$ cat src/rtl/mxint_block_exp_ctrl.sv
`default_nettype none
// ============================================================================
// Module   : mxint_block_exp_ctrl
// Purpose  : Collects NUM_BEATS beats of IN_SIZE two's-complement lanes,
//            derives one shared exponent for the whole block from the OR of
//            all lane magnitudes, then replays the stored beats unchanged,
//            each tagged with that exponent and a last-beat flag.
// Ports    : clk, rst          - clock, synchronous active-high reset
//            data_in*          - input beat stream (valid/ready handshake)
//            data_out*         - replayed beats + shared exponent + last flag
// Revision : 1.0 - initial release
// ============================================================================
module mxint_block_exp_ctrl #(
    parameter int IN_SIZE   = 4,
    parameter int IN_WIDTH  = 16,
    parameter int NUM_BEATS = 4,
    parameter int EXP_WIDTH = $clog2(IN_WIDTH) + 1
) (
    input  logic                 clk,
    input  logic                 rst,
    input  logic [IN_WIDTH-1:0]  data_in [IN_SIZE],
    input  logic                 data_in_valid,
    output logic                 data_in_ready,
    output logic [IN_WIDTH-1:0]  data_out [IN_SIZE],
    output logic [EXP_WIDTH-1:0] data_out_exp,
    output logic                 data_out_last,
    output logic                 data_out_valid,
    input  logic                 data_out_ready
);

    localparam int                c_CNT_W = (NUM_BEATS > 1) ? $clog2(NUM_BEATS) : 1;
    localparam logic [c_CNT_W-1:0] c_LAST = c_CNT_W'(NUM_BEATS - 1);

    typedef enum logic [0:0] {
        ST_COLLECT = 1'b0,
        ST_EMIT    = 1'b1
    } state_t;

    state_t                r_state;
    state_t                w_state_next;
    logic [c_CNT_W-1:0]    r_wr_cnt;
    logic [c_CNT_W-1:0]    r_rd_cnt;
    logic [IN_WIDTH-1:0]   r_or_acc;
    logic [EXP_WIDTH-1:0]  r_exp;
    logic [IN_WIDTH-1:0]   r_buf [NUM_BEATS][IN_SIZE];

    logic                  w_in_ready;
    logic                  w_out_valid;
    logic                  w_accept;
    logic                  w_out_hs;
    logic                  w_wr_last;
    logic                  w_rd_last;
    logic [IN_WIDTH-1:0]   w_or_next;
    logic [EXP_WIDTH-1:0]  w_exp_next;

    // Magnitude truncated to IN_WIDTH; the most negative value maps onto the
    // MSB alone, which reads correctly as an unsigned magnitude.
    function automatic logic [IN_WIDTH-1:0] abs_val(input logic [IN_WIDTH-1:0] x);
        return x[IN_WIDTH-1] ? (~x + 1'b1) : x;
    endfunction

    assign w_wr_last = (r_wr_cnt == c_LAST);
    assign w_rd_last = (r_rd_cnt == c_LAST);
    assign w_accept  = data_in_valid & w_in_ready;
    assign w_out_hs  = w_out_valid & data_out_ready;

    // ------------------------------------------------------------------
    // FSM
    // ------------------------------------------------------------------
    always_ff @(posedge clk) begin
        if (rst) begin
            r_state <= ST_COLLECT;
        end else begin
            r_state <= w_state_next;
        end
    end

    // Both handshake qualifiers are forced low while rst is held so nothing
    // is accepted or presented during reset.
    always_comb begin
        w_state_next = r_state;
        w_in_ready   = 1'b0;
        w_out_valid  = 1'b0;
        case (r_state)
            ST_COLLECT: begin
                w_in_ready = ~rst;
                if (data_in_valid && !rst && w_wr_last) begin
                    w_state_next = ST_EMIT;
                end
            end
            ST_EMIT: begin
                w_out_valid = ~rst;
                if (data_out_ready && !rst && w_rd_last) begin
                    w_state_next = ST_COLLECT;
                end
            end
            default: w_state_next = ST_COLLECT;
        endcase
    end

    // ------------------------------------------------------------------
    // Magnitude accumulation and exponent extraction
    // ------------------------------------------------------------------
    // The accumulator includes the beat being accepted so the exponent
    // latched on the final beat covers the whole block.
    always_comb begin
        w_or_next = r_or_acc;
        for (int i = 0; i < IN_SIZE; i++) begin
            w_or_next = w_or_next | abs_val(data_in[i]);
        end
    end

    // Highest set bit position plus one; zero when no bit is set.
    always_comb begin
        w_exp_next = '0;
        for (int i = 0; i < IN_WIDTH; i++) begin
            if (w_or_next[i]) begin
                w_exp_next = EXP_WIDTH'(i + 1);
            end
        end
    end

    // ------------------------------------------------------------------
    // Counters, accumulator, exponent
    // ------------------------------------------------------------------
    always_ff @(posedge clk) begin
        if (rst) begin
            r_wr_cnt <= '0;
            r_rd_cnt <= '0;
            r_or_acc <= '0;
            r_exp    <= '0;
        end else begin
            if (w_accept) begin
                r_or_acc <= w_or_next;
                if (w_wr_last) begin
                    r_wr_cnt <= '0;
                    r_exp    <= w_exp_next;
                end else begin
                    r_wr_cnt <= r_wr_cnt + 1'b1;
                end
            end
            if (w_out_hs) begin
                if (w_rd_last) begin
                    r_rd_cnt <= '0;
                    r_or_acc <= '0;
                end else begin
                    r_rd_cnt <= r_rd_cnt + 1'b1;
                end
            end
        end
    end

    // Beat storage holds no control state, so it is left out of reset.
    always_ff @(posedge clk) begin
        if (w_accept) begin
            for (int i = 0; i < IN_SIZE; i++) begin
                r_buf[r_wr_cnt][i] <= data_in[i];
            end
        end
    end

    // ------------------------------------------------------------------
    // Outputs
    // ------------------------------------------------------------------
    always_comb begin
        for (int i = 0; i < IN_SIZE; i++) begin
            data_out[i] = r_buf[r_rd_cnt][i];
        end
    end

    assign data_in_ready  = w_in_ready;
    assign data_out_valid = w_out_valid;
    assign data_out_exp   = r_exp;
    assign data_out_last  = w_rd_last;

endmodule
`default_nettype wire

$ cat config.mk
export PLATFORM = sky130hd
export DESIGN_NAME = mxint_block_exp_ctrl
export DESIGN_NICKNAME = d
export VERILOG_FILES = /design/src/rtl/mxint_block_exp_ctrl.sv
export SDC_FILE = /design/constraint.sdc
export NUM_CORES = 1
export LEC_CHECK = 0
export ABC_AREA = 1
export BUFFER_PORTS_ARGS = -buffer_cell sky130_fd_sc_hd__buf_4
export CORE_AREA = 3 3 173 175
export CTS_BUF_LIST = sky130_fd_sc_hd__clkbuf_8
export DETAILED_ROUTE_END_ITERATION = 7
export DIE_AREA = 0 0 176 178
export PLACE_DENSITY = 0.68
export SLEW_MARGIN = 0
export SYNTH_ARGS = -nofsm -noshare
export SYNTH_HDL_FRONTEND = slang
export SYNTH_SLANG_ARGS = --single-unit
$ cat constraint.sdc
create_clock -name clk -period 5.4 [get_ports clk]
set_input_delay 0 -clock clk [delete_from_list [all_inputs] [get_ports clk]]
set_output_delay 0 -clock clk [all_outputs]
set_load 0.005 [all_outputs]
==> summary by stage, run 1 <==
Outcome
The run finished with clean final reports.

Power and ir drop
The power per standard cell area is roughly 300 nW/µm². The static leakage is roughly 5.7 nW. The peak ir drop on the vdd network is 0.1671 mV.

Floorplanning
The region available for standard cell placement spans about 29000 µm². The number of I/O pins is 140. The die outline area is ~31000 µm².

The standard-cell row count is just over 60. The vertical extent of the die is roughly 180 µm. The width of the die is about 180 µm. The starting utilization of the core area is 0.4281.

Clocking
Clock tree synthesis found a total of between 200 and 300 sinks. After clock tree synthesis, the clock-pin slew on the worst setup and hold paths is 0.06 ns. Counting the buffers created by CTS gives between 40 and 50. The H-tree was split into 2 levels.

Gates resized during post-CTS repair numbered 0. Counting along the longest clock path gives a buffer depth of 3. The post-CTS setup-driven buffer insertion count is 0. The clock network latency to the later pin of the worst-skew pair is 0.54 ns.

The total of hold buffers inserted after clock tree synthesis is 66. The CTS tree is done. CTS placed an instance of sky130_fd_sc_hd__clkbuf_8 at the clock tree root.

Yosys
Averaged over all synthesized cells, the footprint is ~11 µm². The count of flip-flops with a built-in enable after synthesis is approximately 260. The most used flip-flop cell after synthesis is sky130_fd_sc_hd__edfxtp_1.

The net count of the mapped netlist is roughly 1.2k. The share of flip-flops with an asynchronous set or reset after synthesis is 0. Synthesis produced a netlist whose cell count is 1109. The flip-flop and latch count after synthesis is 284. The number of synthesis warnings is 0. The summed instance area of the synthesized netlist is 12250 µm². The netlist uses between 40 and 50 different library cells. The post-synthesis sequential area ratio is 0.6731.

GRT
For this run, the total global-route usage over all layers was measured as 0.1920. Summed over all layers, the global routing overflow is 0. The via count of the first global-routing pass was around 8.7k. The global-route wire length before repair is approximately 47000 µm. The largest net degree at the start of global routing is 87. The number of antenna violations at the first check in global routing is 0.

Setup path
The cell with the largest stage delay on the worst path is sky130_fd_sc_hd__clkinv_1. The cell family contributing the most delay on the critical path is buffers and inverters. The startpoint of the lowest-slack register-to-register path is r_state$_SDFF_PP0_. The element type at the critical path start is a register. Data on the critical path arrives at its endpoint at between 3 and 4 ns. The worst register-to-register path has a setup slack of between 2 and 3 ns. Counting cells, the worst reg-to-reg path comes to 4. The capturing point of the worst reg2reg path is r_buf[0][36]$_DFFE_PP_.

Traced cell by cell, the critical path runs through buf_4 -> clkinv_1 -> buf_4 -> o21ai_0 -> o22ai_1 -> buf_4. The cell repeated most along the worst path is sky130_fd_sc_hd__buf_4. The kind of end point of the critical path is a primary output. The buffer and inverter count on the worst path is 4.

The stage delay of the slowest cell on the critical path is 0.81 ns. The worst setup path category is reg -> out. Of all nets on the critical path, the largest fanout is 65. Data on the critical path is required at its endpoint by between 5 and 6 ns.

Finish
After the last flow step, the layout net total stands at roughly 1.4k. The layout cell share with drive strength beyond 1 is 0.1738. The diode insertion count for antenna repair is 0. The library cells used most frequently in the layout, excluding fill and tap cells, are 256 x sky130_fd_sc_hd__edfxtp_1, 180 x sky130_fd_sc_hd__nor2_1, 152 x sky130_fd_sc_hd__o21ai_0, 150 x sky130_fd_sc_hd__buf_4, 126 x sky130_fd_sc_hd__nand2_1.

Leaving out fill and tap cells, the most frequent cell in the layout is sky130_fd_sc_hd__edfxtp_1. The number of fill cells is approximately 2.5k. The number of cells in the finished layout apart from fillers is roughly 1.7k. The area growth from synthesis to layout is 23.36%.

Timing
Setup repair after global routing left no endpoint under its margin. The worst pin sits at a relative slew slack of 0.4258. The maximum frequency from static timing analysis is approximately 300 MHz.

The total setup violations reported at the end of the flow is 0. Clock skew on the completed layout was measured at 0.01811 ns. Summed over all failing endpoints, the final setup total negative slack is 0 ns. The share of the cycle needed by the critical path after routing is 0.6011. The slew of the pin with the lowest slew margin is approximately 0.86 ns.

The number of max-slew violations in the final report is 0. The final count of hold timing violations was 0. The minimum clock period after layout is between 3 and 4 ns.

Hold path
The worst hold path terminates at data_out_exp[2]$_SDFFE_PP0P_. The cell depth of the worst hold path is 3. The min-delay analysis places its worst path in the category in -> reg.

The critical hold path startpoint is rst.

Route
The total wire length after detailed routing is around 31000 µm. After detailed routing, the average wire length per cell comes to around 18 µm. The first detailed-routing pass ran for 5 iterations.

For this block, the via count after detailed routing is about 9.0k. The met3 wire length is about 1600 µm. The routed length on met2 is 14330 µm. Dividing the detail-routed via count by the number of cells gives slightly above 5. The post-detailed-route count of antenna-violating nets is 0. The wire length on met1 is around 14000 µm. The detailed router used layers up to and including met4. The detailed router finished its first iteration with 768 violations. The remaining routing DRC violations is 0.

Placed design
The routability congestion estimate is 0.9245. During placement, the flow inserted port buffers numbering about 140. Counting tap cells, the placed design contains a total of 1593 instances. The detailed placer's ending HPWL is between 15000 and 20000 µm.

Job
Across the run, the number of max-cap violations was 0.
==> stage by stage <==
step                area (µm²)    util  total power [mW]  hold slack [ns]  worst slack, ns
floorplan                12250       -             2.723          0.09887            1.300
global placement         13690  0.4781             2.915           0.2214            2.714
detailed placement       13690  0.4781             2.925           0.2220            2.603
CTS                      15120  0.5281             4.572           0.1760            2.072
global route             15120  0.5281             4.709           0.2072            1.853
finish                   15120  0.5281             4.524           0.2134            2.154
==> sequential cells by signal (all words and copies together), names as in the netlist, named ones only <==
name and count:
r_buf 256, data_out_exp 5, r_or_acc 16, r_state 1, r_rd_cnt 2, r_wr_cnt 2
==> layout make-up <==
cell class              count  area [µm²]  area share
repair buffers            216        1787      0.1182
flip-flops and latches    284        8253      0.5460
well taps                 384       480.5     0.03179
inverters                  76       286.5     0.01896
clock inverters            30       121.4    0.008029
clock buffers              47       646.9     0.04279
multi-input cells         699        3541      0.2343
==> per-layer routing <==
layer,up-vias,global-route usage
met5,-,0
met4,0,0.06269
met3,62,0.03086
met2,280,0.3100
met1,4303,0.2677
li1,4368,-
==> power by group <==
part	internal, mW	switching [mW]	leakage [nW]
Clock	0.801	0.808	0.430
Combinational	0.172	0.250	2.71
Sequential	2.47	0.0189	2.56
Total	3.45	1.08	5.69
==> worst max-delay path by stage <==
stage,from,to,cells after the start
after global routing,register,data_out[12],6
after CTS,register,data_out[12],6
after detailed placement,r_state$_SDFF_PP0_,r_buf[0][24]$_DFFE_PP_,4
after global placement,r_state$_SDFF_PP0_,r_buf[0][42]$_DFFE_PP_,4
after floorplan,r_wr_cnt[0]$_SDFFE_PP0P_,data_out_exp[2]$_SDFFE_PP0P_,6
final,register,data_out[17],6
==> synthesized netlist by cell type, drive strengths merged, types with 7 or more instances <==
| cell type | count | area [µm²] |
|---|---|---|
| buf | 7 | 47.55 |
| nor3 | 11 | 65.06 |
| dfxtp | 28 | 560.5 |
| edfxtp | 256 | 7687 |
| xor2 | 19 | 166.4 |
| o21ai | 156 | 788.3 |
| nand4 | 9 | 75.08 |
| nor2 | 194 | 758.2 |
| nand2 | 128 | 485.5 |
| a21oi | 27 | 142.6 |
| inv | 74 | 277.8 |
| nand3 | 46 | 235.2 |
| ha | 9 | 112.6 |
| o22ai | 64 | 400.4 |
| clkbuf | 43 | 161.4 |
==> worst reg2reg max path, delay by kind of cell, from the launching register on <==
family        cells  cell delay, ns
simple gates      3            1.36
buf+inv           1            0.59
flops             1            0.32
==> cells by family after synthesis <==
family	count (synthesis)	share of synthesized area
simple gates	402	0.1405
flops	284	0.6731
compound gates	265	0.1204
buf+inv	126	0.04033
xor+xnor	23	0.01644
fa+ha+maj	9	0.009190
(Power assumes the default switching activity.)
==> inputs of run 2 (changes only) <==
clock period = 3.3 ns   (was 5.4 ns; I/O delays follow)
==> run 2 against run 1 <==
Non-clock buffer count grew 5. Clock power grew 84%. Cell area up 1.2%. Critical path depth down 2. First-iteration DRC count fell by 13%. Hold slack got worse by 0.027 ns. Total power is 71% higher. Highest routed layer unchanged. Die area did not move. Sequential power is 64% higher. Via count grew 1.0%. Register-to-register slack got worse by 1.7 ns.
==> summary by stage, run 2 (same netlist as run 1, synthesis figures left out) <==
Setup path
The flop-to-flop setup slack is 1.04 ns (-1.65 ns). For this design, the slowest cell found on the critical path is sky130_fd_sc_hd__dfxtp_2. The startpoint identified for the worst register-to-register timing path is r_state$_SDFF_PP0_.

STA classifies the critical path startpoint as a register. The capturing point of the worst reg2reg path is data_out_exp[1]$_SDFFE_PP0P_. Counting stages on the worst path, the most repeated cell is sky130_fd_sc_hd__buf_4. The arrival time at the worst endpoint is 2.40 ns (-0.85 ns). Traced cell by cell, the critical path runs through buf_4 -> o21ai_0 -> o22ai_1 -> buf_4. The data required time at the worst endpoint is 3.30 ns (-2.10 ns). The stage delay of the slowest cell on the critical path is 0.76 ns (-0.05 ns). The worst setup path category is reg -> out. The kind of end point of the critical path is a primary output. The cell count of the worst reg-to-reg path is 7 (+3). The biggest fanout along the worst timing path is 33 (-49%).

Floorplanning
The core area came to 28630 µm² (unchanged). The standard-cell row count was 62 (unchanged). The width of the die is 176 µm (unchanged). The starting utilization of the core area is 0.4281 (unchanged). The number of I/O pins is 140 (unchanged). The die outline area is 31330 µm² (unchanged). The vertical extent of the die is 178 µm (unchanged).

Placed design
The count of buffers inserted at the top-level ports was 139 (unchanged). The detailed placer's ending HPWL is 19890 µm (+1.5%). The placed standard-cell area is 13740 µm² (+0.37%). The cell count after placement is 1598 (+0.31%). The routability congestion estimate is 0.9080 (-1.8%).

Clocking
The clock edge transition at the registers on the reported setup and hold paths is 0.06 ns (about the same). The clock net sink count is 284 (unchanged). The maximum buffer depth of the clock tree is 3 (unchanged). The clock network latency to the later pin of the worst-skew pair was 0.55 ns (about the same). The deepest level of the CTS H-tree is 2 (unchanged). The TritonCTS buffer count is 46 (-2.1%). The post-CTS setup-driven buffer insertion count is 0 (unchanged). The CTS tree is done. The root buffer selected by CTS is sky130_fd_sc_hd__clkbuf_8.

Finish
The library cells used most frequently in the layout, excluding fill and tap cells, are 256 x sky130_fd_sc_hd__edfxtp_1, 180 x sky130_fd_sc_hd__nor2_1, 154 x sky130_fd_sc_hd__buf_4, 152 x sky130_fd_sc_hd__o21ai_0, 126 x sky130_fd_sc_hd__nand2_1. The area growth from synthesis to layout is 24.90%. The layout cell share with drive strength beyond 1 is 0.1848 (+0.01093).

The final cell area excluding filler cells is 15300 µm² (+1.2%). The combined flip-flop and latch cell area came to 8253 µm² (unchanged). The diode insertion count for antenna repair is 0 (unchanged).

The layout net count is 1405 (+0.29%). The most flop-heavy register is r_buf. The area occupied by multi-input gates is 3541 µm² (unchanged). The number of cells in the finished layout apart from fillers is 1748 (+0.69%). The flip-flop count of the largest register after layout was 256 (unchanged). Leaving out fill and tap cells, the most frequent cell in the layout is sky130_fd_sc_hd__edfxtp_1. The number of fill cells came to 2483 (+0.36%).

Timing
The total setup violations reported at the end of the flow is 0 (unchanged). The maximum frequency from static timing analysis is between 400 and 500 MHz. Setup repair after global routing left no endpoint under its margin.

The slew of the pin with the lowest slew margin is 0.7469 ns (-0.1124 ns). The share of the cycle needed by the critical path after routing is 0.7278. The minimum clock period after layout is around 2.4 ns. The total negative setup slack is 0 ns (unchanged).

The final count of hold timing violations is 0 (unchanged). The worst max-slew margin expressed relative to the limit is 0.5015 (+0.07574). The number of max-slew violations in the final report is 0 (unchanged). The final worst hold slack was 0.1865 ns (-0.02685 ns). The clock skew after layout is 0.008294 ns (-0.009816 ns).

Job
The number of max-capacitance violations reported is 0 (unchanged).

Power and ir drop
The switching power total was 1.806 mW (+68%). The power per standard cell area is 506.7 nW/µm² (+69%). The portion of total power attributed to sequential cells is 0.526 (-0.025). The peak ir drop on the vdd network is 0.3147 mV (+88%). The clock network fraction of total power was 0.384 (+0.028).

The static leakage is 5.792 nW (+1.7%). The internal power was 5.947 mW (+73%). The switching power as a share of total power came to 0.2330 (-0.004942).

The share of total power in combinational logic is 0.090 (-0.003).

Route
The remaining routing DRC violations is 0 (unchanged). The post-detailed-route count of antenna-violating nets came to 0 (unchanged). The via count is 9107 (+1.0%). The iteration-0 DRC count of the detailed router came to 666 (-13%). The detailed-route vias per instance came to 5.210 (+0.35%). The number of detailed-route iterations in the first pass came to 4 (-1).

The total wire length after detailed routing is 31440 µm (+2.4%). The wire length per cell after detailed routing came to 17.99 µm (+1.7%).

GRT
The global routing usage summed across all routing layers came to 0.2003 (+0.008319). The overall overflow remaining after global route came to 0 (unchanged). The largest net degree at the start of global routing came to 129 (+48%). The global-route wire length before repair is 49140 µm (+3.7%). The number of antenna violations at the first check in global routing came to 0 (unchanged). The via count of the first global-routing pass was 9159 (+5.7%).

Hold path
The critical hold path startpoint is data_in_valid. The cell depth of the worst hold path came to 4 (+1). The worst-case hold path end point is r_or_acc[0]$_SDFF_PP0_. The worst hold path belongs to the class in -> reg.

Outcome
The run finished with clean final reports.
## run 2: cell types whose count changed in the layout (fill, tap and decap cells not counted), sizes merged
cell | previous run | this run
buf | 150 | 155
bufinv | 0 | 3
clkbuf | 47 | 49
clkinv | 22 | 27
inv | 83 | 80
## run 2: power by group through the flow
stage | sequential, mW | clock (mW) | combinational (mW)
2_1_floorplan | 4.16 | 0 | 0.301
3_3_place_gp | 4.15 | 0 | 0.633
3_5_place_dp | 4.15 | 0 | 0.639
4_1_cts | 4.08 | 3.04 | 0.705
5_1_grt | 4.09 | 3.18 | 0.775
6_report | 4.08 | 2.97 | 0.702
## run 2: cell type report
class | count | area share
sequential | 284 | 0.5393
timing repair buffer | 221 | 0.1200
clock buffer | 49 | 0.04407
inverter | 76 | 0.01872
multi-input combinational | 699 | 0.2314
clock inverter | 35 | 0.01513
tap | 384 | 0.03140
## run 2: how the worst max path moves through the flow
stage / startpoint / cells after the start / slack [ns] / to
2_1_floorplan: r_state$_SDFF_PP0_ / 4 / -0.63 / r_buf[0][0]$_DFFE_PP_
3_3_place_gp: r_state$_SDFF_PP0_ / 7 / 1.15 / data_out_exp[2]$_SDFFE_PP0P_
3_5_place_dp: r_state$_SDFF_PP0_ / 7 / 1.06 / data_out_exp[3]$_SDFFE_PP0P_
4_1_cts: register / 4 / 0.82 / data_out[12]
5_1_grt: register / 4 / 0.68 / data_out[8]
6_report: register / 4 / 0.90 / data_out[32]
## run 2: timing repair
action / in CTS / in global routing
resized for setup: 0 / 0
hold buffers: 66 / 0
hold endpoints to repair: 284 / 0
## run 2: critical path: cells and delay by family, from the launching register on
kind,cells,cell delay (ns)
compound gates,2,0.44
buf+inv,2,0.61
flops,1,0.76
## run 2: per-layer routing
| metal | global-route usage | routed length [µm] | up-vias |
|---|---|---|---|
| met5 | 0 | 0 | - |
| met4 | 0.07027 | 869 | 0 |
| met3 | 0.03257 | 1721 | 67 |
| met2 | 0.3300 | 14890 | 288 |
| met1 | 0.2713 | 13960 | 4364 |
| li1 | - | - | 4388 |
## run 2: through the flow
stage | total power [mW] | worst slack [ns] | util
finish | 7.754 | 0.8984 | 0.5346
detailed placement | 4.792 | 1.059 | 0.4799
global route | 8.039 | 0.6832 | 0.5346
global placement | 4.782 | 1.148 | 0.4799
floorplan | 4.456 | -0.6344 | -
CTS | 7.818 | 0.8194 | 0.5346
